[src/rtl/rv_fetch_frontend.sv]
// rv_fetch_frontend: halfword realignment buffer plus static branch predictor.
// 32-bit fetched words are split into halfword entries and re-assembled into
// aligned 16/32-bit instructions for decode.
// Optional feature macro: FETCH_BRANCH_PRED_EN (predictor + shadow ra).
module rv_fetch_frontend #(
    parameter int unsigned INSTR_BUF_ADDR_SIZE = 2,
    parameter int unsigned EXTENSION_C         = 1
) (
    input  logic        i_clk,
    input  logic        i_reset_n,
    input  logic        i_flush,
    input  logic        i_stall,
    input  logic        i_pc_select,
    input  logic        i_ack,
    input  logic [31:0] i_data,
    input  logic        i_fetch_pc1,
    input  logic [31:0] i_fetch_pc_prev,
    input  logic        i_ra_invalidate,
    input  logic        i_reg_write,
    input  logic [4:0]  i_rd,
    input  logic [31:0] i_reg_wdata,
    output logic        o_bp_need,
    output logic [31:0] o_bp_addr,
    output logic        o_free_dword_or_more,
    output logic [31:0] o_pc_incr,
    output logic [31:0] o_instruction,
    output logic [31:0] o_pc,
    output logic        o_branch_pred,
    output logic        o_ready
);

    localparam int unsigned PTR_W = INSTR_BUF_ADDR_SIZE + 1;
    localparam int unsigned DEPTH = 1 << PTR_W;
    localparam int unsigned CNT_W = PTR_W + 1;

    // Halfword entry storage
    logic [15:0]      buf_data_q [DEPTH];
    logic [30:0]      buf_pc_q   [DEPTH];
    logic             buf_bp_q   [DEPTH];

    logic [PTR_W-1:0] wptr_q, wptr_d, wptr_nx;
    logic [PTR_W-1:0] rptr_q, rptr_d, rptr_nx;
    logic [CNT_W-1:0] cnt_q, cnt_d;

    logic             bp_prev_q;
    logic             drop_hi_c;

    logic             wr_en;
    logic             hi_only;
    logic [1:0]       push_n;
    logic [1:0]       pop_n;
    logic [1:0]       need_n;
    logic [15:0]      wr_data0;
    logic [30:0]      wr_pc0;
    logic [30:0]      wr_pc1;
    logic [15:0]      head0;
    logic [15:0]      head1;
    logic             head_is_c;
    logic [CNT_W-1:0] free_hw;

    logic unused_pc_bit0;
    assign unused_pc_bit0 = i_fetch_pc_prev[0];

`ifdef FETCH_BRANCH_PRED_EN
    logic [31:0] ra_q;
    logic        ra_valid_q;
    logic        pred_active;
    logic [15:0] pred_hw;
    logic        pred_is_c;
    logic [31:0] j_imm;
    logic [31:0] cj_imm;
    logic        is_jal;
    logic        is_ret;
    logic        is_cj;
    logic        is_cjr;

    // Decode the instruction starting at the fetched halfword for prediction
    always_comb begin
        pred_active = i_ack & ~bp_prev_q;
        pred_hw     = i_fetch_pc_prev[1] ? i_data[31:16] : i_data[15:0];
        pred_is_c   = (pred_hw[1:0] != 2'b11);
        j_imm       = {{11{i_data[31]}}, i_data[31], i_data[19:12], i_data[20],
                       i_data[30:21], 1'b0};
        cj_imm      = {{20{pred_hw[12]}}, pred_hw[12], pred_hw[8], pred_hw[10:9],
                       pred_hw[6], pred_hw[7], pred_hw[2], pred_hw[11],
                       pred_hw[5:3], 1'b0};
        // 32-bit forms are only recognised when they start at the low half
        is_jal      = ~i_fetch_pc_prev[1] & (i_data[6:0] == 7'b1101111);
        is_ret      = ~i_fetch_pc_prev[1] & (i_data[6:0] == 7'b1100111)
                    & (i_data[14:12] == 3'b000) & (i_data[19:15] == 5'd1)
                    & (i_data[31:20] == 12'd0);
        is_cj       = (EXTENSION_C != 0) & pred_is_c & (pred_hw[1:0] == 2'b01)
                    & ((pred_hw[15:13] == 3'b101) | (pred_hw[15:13] == 3'b001));
        is_cjr      = (EXTENSION_C != 0) & (pred_hw == 16'h8082);

        o_bp_need = 1'b0;
        o_bp_addr = 32'd0;
        if (pred_active) begin
            if (is_jal) begin
                o_bp_need = 1'b1;
                o_bp_addr = i_fetch_pc_prev + j_imm;
            end else if (is_ret && ra_valid_q) begin
                o_bp_need = 1'b1;
                o_bp_addr = ra_q;
            end else if (is_cj) begin
                o_bp_need = 1'b1;
                o_bp_addr = i_fetch_pc_prev + cj_imm;
            end else if (is_cjr && ra_valid_q) begin
                o_bp_need = 1'b1;
                o_bp_addr = ra_q;
            end
        end
        drop_hi_c = o_bp_need & pred_is_c;
    end

    // Remember a prediction so the following sequential word is discarded
    always_ff @(posedge i_clk or negedge i_reset_n) begin
        if (!i_reset_n) begin
            bp_prev_q <= 1'b0;
        end else begin
            bp_prev_q <= o_bp_need;
        end
    end

    // Shadow copy of x1 for return prediction; invalidate has priority
    always_ff @(posedge i_clk or negedge i_reset_n) begin
        if (!i_reset_n) begin
            ra_q       <= 32'd0;
            ra_valid_q <= 1'b0;
        end else begin
            if (i_reg_write && (i_rd == 5'd1)) begin
                ra_q       <= i_reg_wdata;
                ra_valid_q <= 1'b1;
            end
            if (i_ra_invalidate) begin
                ra_valid_q <= 1'b0;
            end
        end
    end
`else
    logic unused_bp_inputs;
    assign unused_bp_inputs = ^{i_ra_invalidate, i_reg_write, i_rd, i_reg_wdata};
    assign o_bp_need = 1'b0;
    assign o_bp_addr = 32'd0;
    assign bp_prev_q = 1'b0;
    assign drop_hi_c = 1'b0;
`endif

    // Push side: choose which halves of the acked word enter the buffer
    always_comb begin
        wr_en    = i_ack & ~i_flush & ~i_pc_select & ~bp_prev_q;
        hi_only  = i_fetch_pc_prev[1];
        wr_data0 = hi_only ? i_data[31:16] : i_data[15:0];
        wr_pc0   = i_fetch_pc_prev[31:1];
        wr_pc1   = i_fetch_pc_prev[31:1] + 31'd1;
        push_n   = 2'd0;
        if (wr_en) begin
            push_n = (hi_only || drop_hi_c) ? 2'd1 : 2'd2;
        end
    end

    // Pop side: assemble the head instruction and decide whether it leaves
    always_comb begin
        rptr_nx       = rptr_q + PTR_W'(1);
        head0         = buf_data_q[rptr_q];
        head1         = buf_data_q[rptr_nx];
        head_is_c     = (head0[1:0] != 2'b11);
        need_n        = head_is_c ? 2'd1 : 2'd2;
        o_ready       = (cnt_q >= CNT_W'(need_n)) & ~i_flush & ~i_pc_select;
        o_instruction = head_is_c ? {16'h0000, head0} : {head1, head0};
        o_pc          = {buf_pc_q[rptr_q], 1'b0};
        o_branch_pred = buf_bp_q[rptr_q];
        pop_n         = (o_ready && !i_stall) ? need_n : 2'd0;
    end

    // Pointer/count next state; a redirect empties the buffer
    always_comb begin
        wptr_nx = wptr_q + PTR_W'(1);
        wptr_d  = wptr_q + PTR_W'(push_n);
        rptr_d  = rptr_q + PTR_W'(pop_n);
        cnt_d   = cnt_q + CNT_W'(push_n) - CNT_W'(pop_n);
        if (i_flush || i_pc_select) begin
            wptr_d = '0;
            rptr_d = '0;
            cnt_d  = '0;
        end
    end

    // Room for the word in flight plus one new request
    always_comb begin
        free_hw              = CNT_W'(DEPTH) - cnt_q;
        o_free_dword_or_more = (free_hw >= CNT_W'(4));
        o_pc_incr            = i_fetch_pc1 ? 32'd2 : 32'd4;
    end

    // Pointer and count registers
    always_ff @(posedge i_clk or negedge i_reset_n) begin
        if (!i_reset_n) begin
            wptr_q <= '0;
            rptr_q <= '0;
            cnt_q  <= '0;
        end else begin
            wptr_q <= wptr_d;
            rptr_q <= rptr_d;
            cnt_q  <= cnt_d;
        end
    end

    // Entry writes; the jump's first halfword carries the prediction tag
    always_ff @(posedge i_clk or negedge i_reset_n) begin
        if (!i_reset_n) begin
            for (int i = 0; i < DEPTH; i++) begin
                buf_data_q[i] <= 16'd0;
                buf_pc_q[i]   <= 31'd0;
                buf_bp_q[i]   <= 1'b0;
            end
        end else begin
            if (push_n != 2'd0) begin
                buf_data_q[wptr_q] <= wr_data0;
                buf_pc_q[wptr_q]   <= wr_pc0;
                buf_bp_q[wptr_q]   <= o_bp_need;
            end
            if (push_n == 2'd2) begin
                buf_data_q[wptr_nx] <= i_data[31:16];
                buf_pc_q[wptr_nx]   <= wr_pc1;
                buf_bp_q[wptr_nx]   <= 1'b0;
            end
        end
    end

endmodule

[config.mk]
export PLATFORM = sky130hd
export DESIGN_NAME = rv_fetch_frontend
export DESIGN_NICKNAME = d
export VERILOG_FILES = /design/src/rtl/rv_fetch_frontend.sv
export SDC_FILE = /design/constraint.sdc
export NUM_CORES = 1
export LEC_CHECK = 0
export CAP_MARGIN = 15
export CORE_MARGIN = 1.5
export CORE_UTILIZATION = 58
export DETAILED_ROUTE_END_ITERATION = 10
export PLACE_DENSITY_LB_ADDON = 0.1
export REMOVE_ABC_BUFFERS = 1
export SLEW_MARGIN = 30
export SYNTH_ARGS = -nofsm -noshare
export SYNTH_HDL_FRONTEND = slang
export SYNTH_SLANG_ARGS = --single-unit
export TNS_END_PERCENT = 1
[constraint.sdc]
create_clock -name i_clk -period 5.75 [get_ports i_clk]
set_input_delay 0.575 -clock i_clk [delete_from_list [all_inputs] [get_ports i_clk]]
set_output_delay 0.575 -clock i_clk [all_outputs]
set_load 0.01 [all_outputs]
==> results of run 1 <==
[layout make-up]
cell class / instances / area share (%)
multi-input cells: 1704 / 45.5
flip-flops and latches: 394 / 38.9
repair buffers: 191 / 7.25
clock buffers: 63 / 4.94
well taps: 511 / 2.52
clock inverters: 16 / 0.568
inverters: 21 / 0.311
diodes: 2 / 0.0197
[critical path, cell delays in order, from the launching register on]
cell and delay, ps:
sky130_fd_sc_hd__dfrtp_4 570, sky130_fd_sc_hd__buf_4 740, sky130_fd_sc_hd__buf_4 660, sky130_fd_sc_hd__mux4_2 600, sky130_fd_sc_hd__mux2_2 290, sky130_fd_sc_hd__clkdlybuf4s50_1 480
[sequential cells by signal (all words and copies together) (netlist names)]
register,count
buf_pc_q,248
rptr_q,3
wptr_q,3
cnt_q,4
buf_bp_q,8
buf_data_q,128
[repair_timing]
action | 4_1_cts | 5_1_grt
hold buffers | 0 | 1
endpoints found under the setup margin | 0 | 0
hold endpoints to repair | 0 | 47
[layer usage]
layer | vias up | track usage (%)
met5 | - | 0
met4 | 2 | 16.1
met3 | 216 | 5.46
met2 | 978 | 56.4
met1 | 9122 | 46.1
li1 | 8171 | -
[through the flow]
stage               setup TNS, ps  total power, mW  util [%]  area, sq um  setup slack (ps)
CTS                             0             6.96      66.7        25300              1220
detailed placement              0             4.19      63.0        23900              1400
floorplan                  -50940             3.71         -        21400             -2670
global placement                0             4.15      63.0        23900              1440
global route                    0             7.19      66.8        25300              1020
finish                          0             6.93      66.8        25300              1210
[worst paths after layout]
kind | startpoint | endpoint | slack [ps] | cells after the start
min | buf_pc_q[27] | buf_pc_q[27] | 460 | 2
max in group asynchronous | i_reset_n | buf_data_q[5] | 3700 | 4
min in group asynchronous | i_reset_n | buf_data_q[84] | 500 | 2
max reg2reg | rptr_q[0] | cnt_q[3] | 1370 | 17
min reg2reg | buf_pc_q[27] | buf_pc_q[27] | 460 | 2
max | rptr_q[1] | o_pc[31] | 1210 | 5
[cells in the final DEF (no fill, tap or decap), drive strengths merged, types with 2 or more instances in the layout]
master	Yosys	layout
a211oi	29	29
a21oi	218	218
a311oi	8	8
and2	8	8
and3	26	26
buf	122	55
bufinv	0	2
clkbuf	166	63
clkdlybuf4s50	0	135
clkinv	1	11
conb	1	64
dfrtp	394	394
diode	0	2
fa	4	4
ha	13	13
inv	20	23
mux2	98	98
mux2i	51	51
mux4	128	128
nand2	429	429
nand2b	6	6
nand3	19	19
nand4	13	13
nor2	222	222
nor2b	4	4
nor3	40	40
nor3b	2	2
nor4	6	6
o21ai	213	213
o221ai	7	7
o22ai	48	48
o32ai	16	16
or3	3	3
or4	5	5
or4b	2	2
xnor2	12	12
xor2	3	3
[cells by family (layout without fill, tap and decap cells)]
family | after synthesis | after routing | share of synthesized area, %
adder cells (fa/ha/maj) | 17 | 17 | 1.08
AO/OA/AOI/OAI | 542 | 542 | 13.3
XOR/XNOR | 15 | 15 | 0.584
flip-flops | 394 | 394 | 43.8
other | 1 | 66 | 0.0167
multiplexers | 277 | 277 | 20.0
AND/OR/NAND/NOR | 789 | 789 | 14.7
buffers and inverters | 309 | 291 | 6.54
[power by group through the flow]
| stage | registers (mW) | logic, mW | clock network, mW |
|---|---|---|---|
| global route | 3.15 | 1.12 | 2.91 |
| global placement | 3.16 | 0.993 | 0 |
| floorplan | 3.13 | 0.579 | 0 |
| finish | 3.13 | 1.02 | 2.78 |
| detailed placement | 3.17 | 1.02 | 0 |
| CTS | 3.12 | 1.02 | 2.81 |
==> results.md, run 1 <==
* Data required, critical path at between 5000 and 6000 ps
* Post-Synthesis Mean Instance Area at slightly below 10 sq um
* Post-synthesis sequential area ratio at between 40% and 50%
* Antenna violations before repair at 2
* Clock latency on the worst-skew pair at slightly below 600 ps
* Hold WS at approximately 460 ps
* Vias in the first global route at about 18000
* Layout Area Growth over Synthesis at 12.6%
* Switching power summed over all nets at 1.81 mW
* Power per Cell Area at around 270 mW/mm^2
* TritonCTS clock tree: built
* Post-DR wirelength/cell at 23.4 um
* Yosys cell types at 56
* Via-per-instance ratio at between 6 and 7
* Top layer reached by signal wires: met5
* Top cells by area, synth: sky130_fd_sc_hd__dfrtp_1 44%, sky130_fd_sc_hd__mux4_2 13%, sky130_fd_sc_hd__nand2_1 7.1%
* Commonest cells post-synth: 428 x sky130_fd_sc_hd__nand2_1, 394 x sky130_fd_sc_hd__dfrtp_1, 222 x sky130_fd_sc_hd__nor2_1
* DRT met1 WL at 26.4 mm
* Cell accounting for the most synthesized area: sky130_fd_sc_hd__dfrtp_1
* Critical setup path kind: flip-flop to output port
* Run status: completed
* Share of synthesized registers carrying an async set or reset at 100%
* Placement row count at 71
* Final Hold Violating Endpoints at 0
* Number of max-cap violations at 0
* DIE AREA at 0.0400 sq mm
* Max-slew violations at 0
* Worst EP arrival at between 3000 and 4000 ps
* Post-synthesis sequential element count at between 300 and 400
* Crit path capture type: output port
* Lkg Pwr at around 11 nW
* Most instantiated library cell after synthesis: sky130_fd_sc_hd__nand2_1
* Max-slew headroom at about 31%
* Worst-case vdd ir drop at between 0.2 and 0.3 mV
* Post-route insts no fill at around 2900
* Unrepaired setup endpoints after global routing: false
* Sum of net half-perimeters after detailed placement at ~39 mm
* Die outline width at around 200 um
* Launching element type of the critical path: flip-flop
* Post-CTS Setup Bufs at 0
* Met3 wire length at roughly 6 mm
* Sink Count at about 400
* Sequential Power Share at 45.1%
* Sequential standard cell area at 0.00987 sq mm
* Actual transition at the worst max-transition pin at just over 1000 ps
* Aggregate global-route resource usage at about a third
* Chip height at approximately 200 um
* Initial Utilization at approximately 60%
* Main flop type after synthesis: sky130_fd_sc_hd__dfrtp_1
* Time the worst path needs with I/O delays and setup at 4540 ps
* Final worst path period share at between 70% and 80%
* Number of enable flip-flop cells after synthesis at 0
* Number of nets in the layout at ~2500
* CTS H-Tree Depth at 2
* Met2 layer wire length in the routed design at approximately 33 mm
* Pin count of the biggest net entering global routing at ~140
* Number of buffers created by CTS at 43
* Area fraction of the dominant cell type after synthesis at between 40 and 50%
* DR vias at between 15000 and 20000
* Maximum fanout along the worst path at 51
* Remaining antenna violation count at 0
* Post-CTS Resized at 0
* Ratio of cells with drive above 1 in the final layout at around 16%
* Library cell used as clock root buffer: sky130_fd_sc_hd__clkbuf_16
* Sum of overflow across all layers after global routing at 0
* Cell count after synthesis at ~2300
* Timing-limited maximum frequency at between 200 and 250 MHz
* Worst-case clock buffer depth at 3
* IO Count at approximately 240
* Worst hold path class: flip-flop to flip-flop
* Violation count after the first detailed-route iteration at around 1700
* Switching share of power at a little over a quarter
* Area of combinational cells with multiple inputs at ~0.012 sq mm
* DRC violation count after routing at 0
* Count of endpoints failing setup in the final report at 0
* Final clock skew at 15.4 ps
* Quantity of I/O buffers inserted on ports at between 100 and 150
* Logic gate share of total power at 14.8%
* Count of warnings emitted by yosys at 0
* Cell internal pwr at ~5 mW
* Fillers at approximately 3000
* Part of the total power dissipated in the clock network at around 40%
* Number of placed instances, taps included at around 2800
* Routability Congestion at about 0.83
* Detailed Route WL at around 68 mm
* Clock transition at the registers of the reported paths at ~60 ps
* Cell area after synthesis at 0.0225 sq mm
* Number of detailed-route iterations in the first pass at 5
* Placeable core region at 0.0379 sq mm
* Global-route wire length before repair at 104 mm
(Power assumes the default switching activity.)
==> run 2: changes to the inputs <==
- CORE_UTILIZATION: 58 -> 52
- clock period: 5.75 -> 4.1 ns (I/O delays scaled with it)
==> results.md, run 2 (synthesized netlist as in run 1, its figures left out) <==
* Run status: completed
* Chip height at 211 um (+5.5%)
* Fillers at 3686 (+23%)
* Die outline width at 211 um (+5.5%)
* Most used cells in the layout excluding fill and tap cells: 422 x sky130_fd_sc_hd__nand2_1, 391 x sky130_fd_sc_hd__dfrtp_1, 221 x sky130_fd_sc_hd__nor2_1
* Series of cell instances along the critical path: buf_4 > mux4_2 > mux2_2 > clkdlybuf4s50_1
* Sum of net half-perimeters after detailed placement at 41.2 mm (+6.5%)
* Minimum setup slack in the final design at 211 ps (-1000 ps)
* Max-slew headroom at 30.2% (-1.0 points)
* Pin count of the biggest net entering global routing at 101 (-28%)
* Critical setup path kind: flip-flop to output port
* Post-layout power at 9.80 mW (+41%)
* Ratio of cells with drive above 1 in the final layout at 16.8% (+1.0 points)
* CTS H-Tree Depth at 2 (unchanged)
* Layout Area Growth over Synthesis at 14.4%
* DR vias at 18400 (-0.42%)
* Reg with most FFs: buf_pc_q
* DIE AREA at 0.0445 sq mm (+11%)
* Crit path capture type: output port
* Cell with the largest stage delay on the worst path: sky130_fd_sc_hd__buf_4
* Area of combinational cells with multiple inputs at 0.0115 sq mm (about the same)
* Worst EP arrival at 3480 ps (-480 ps)
* Final Hold Violating Endpoints at 0 (unchanged)
* Data required, critical path at 3690 ps (-1490 ps)
* TritonCTS clock tree: built
* Most congested layer reported by global routing: met2
* Library cell used as clock root buffer: sky130_fd_sc_hd__clkbuf_16
* Final clock skew at 7.53 ps (-7.84 ps)
* Number of nets in the layout at 2514 (+1.3%)
* Worst-case vdd ir drop at 0.352 mV (+31%)
* Actual transition at the worst max-transition pin at 1050 ps (+15.3 ps)
* Top flop regs: buf_pc_q: 248 flops, buf_data_q: 128 flops, buf_bp_q: 8 flops
* Worst hold path class: input port to flip-flop
* Launching element type of the critical path: flip-flop
* Sink Count at 394 (unchanged)
* Timing-limited maximum frequency at between 200 and 300 MHz
* Number of flip-flops under the largest register name at 248 (unchanged)
* Clock latency on the worst-skew pair at 570 ps (-20 ps)
* Sequential standard cell area at 0.00987 sq mm (unchanged)
* Routability Congestion at 0.814 (-2.2%)
* DRC violation count after routing at 0 (unchanged)
* GR Layer Usage met2 at 51.1% (-5.4 points)
* Maximum fanout along the worst path at 58 (+14%)
* Detailed Route WL at 70.0 mm (+3.2%)
* Via-per-instance ratio at 6.12 (-3.9%)
* Number of max-cap violations at 0 (unchanged)
* GR Layer Usage met3 at 5.35% (-0.11 points)
* Remaining antenna violation count at 0 (unchanged)
* Worst-case clock buffer depth at 3 (unchanged)
* Met1 routing resource usage after global routing at 44.5% (-1.6 points)
* Max-slew violations at 0 (unchanged)
* Aggregate global-route resource usage at 32.0% (-2.7 points)
* Sum of overflow across all layers after global routing at 0 (unchanged)
* Violation count after the first detailed-route iteration at 1865 (+10%)
* Quantity of I/O buffers inserted on ports at 137 (unchanged)
* Lkg Pwr at 11.2 nW (+1.7%)
* Maximum single-stage delay on the critical path at 860 ps (+120 ps)
* Count of endpoints failing setup in the final report at 0 (unchanged)
* Time the worst path needs with I/O delays and setup at approximately 3900 ps
* Setup_tns at 0 ps (unchanged)
* Initial Utilization at 52.5% (-6.9 points)
* Number of detailed-route iterations in the first pass at 6 (+1)
* Clock transition at the registers of the reported paths at 60 ps (about the same)
* Power per Cell Area at 380 mW/mm^2 (+39%)
* Unrepaired setup endpoints after global routing: false
* Number of buffers created by CTS at 44 (+2.3%)
* Vias in the first global route at 18200 (+0.21%)
* IO Count at 242 (unchanged)
* Post-DR wirelength/cell at 23.3 um (-0.48%)
* Final worst path period share at a little over nine tenths
* Global-route wire length before repair at 108 mm (+3.7%)
* Placeable core region at 0.0429 sq mm (+13%)
* Placement row count at 76 (+7.0%)
* Most frequent standard cell in the layout excluding fill and tap cells: sky130_fd_sc_hd__nand2_1
* Antenna violations before repair at 3 (+1)
* Worst Setup Slack post-DPL at 213 ps (-1180 ps)
run 2: changes by cell type in the layout (fill, tap and decap cells not counted), sizes merged:
cell	before	now
clkbuf	63	69
bufinv	2	1
clkinvlp	1	0
inv	23	22
buf	55	86
clkinv	11	9
run 2: critical path: cells and delay by family, from the launching register on:
kind,cells,cell delay [ps]
flops,1,660
mux,2,880
buf+inv,2,1340
run 2: cell type report:
type                       count  share of cell area (%)
clock inverter                11                   0.340
inverter                      21                   0.306
tap                          585                    2.84
clock buffer                  69                    5.23
sequential                   394                    38.3
antenna                        2                  0.0194
timing repair buffer         222                    8.18
multi-input combinational   1704                    44.8
run 2: timing repair:
item,CTS,global route
gates resized for setup,1,3
buffers inserted,0,0
hold endpoints to repair,94,0
hold buffers,1,0
pin swaps,0,0
setup endpoints to repair,16,15
run 2: power by group:
part / leakage, nW / switching, mW / internal [mW] / total [mW]
logic: 5.20 / 0.706 / 0.750 / 1.46
clock network: 0.715 / 1.64 / 2.31 / 3.96
registers: 5.25 / 0.187 / 4.20 / 4.38
total: 11.2 / 2.54 / 7.26 / 9.80
run 2: final timing paths:
kind	startpoint	endpoint	slack [ps]	cells after the start
max in group asynchronous	i_reset_n	buf_pc_q[176]	2560	3
min in group asynchronous	i_reset_n	buf_data_q[42]	490	2
max	rptr_q[1]	o_pc[31]	210	4
min reg2reg	buf_pc_q[129]	buf_pc_q[129]	460	2
min	i_fetch_pc_prev[1]	buf_pc_q[124]	410	4
max reg2reg	rptr_q[1]	cnt_q[3]	300	17
run 2: per-stage QoR:
step	utilization [%]	instances	hold slack, ps	area, sq um
global route	60.1	3008	407	25800
detailed placement	56.6	2925	451	24300
finish	60.1	3008	408	25800
global placement	56.6	2925	444	24300
CTS	60.0	3006	391	25700
floorplan	-	2119	114	21400
run 2: per-layer routing:
metal	share of wire (%)	vias to the layer above
met3	8.2	171
li1	-	8243
met1	41	9166
met5	0.019	-
met4	3.1	2
met2	47	830
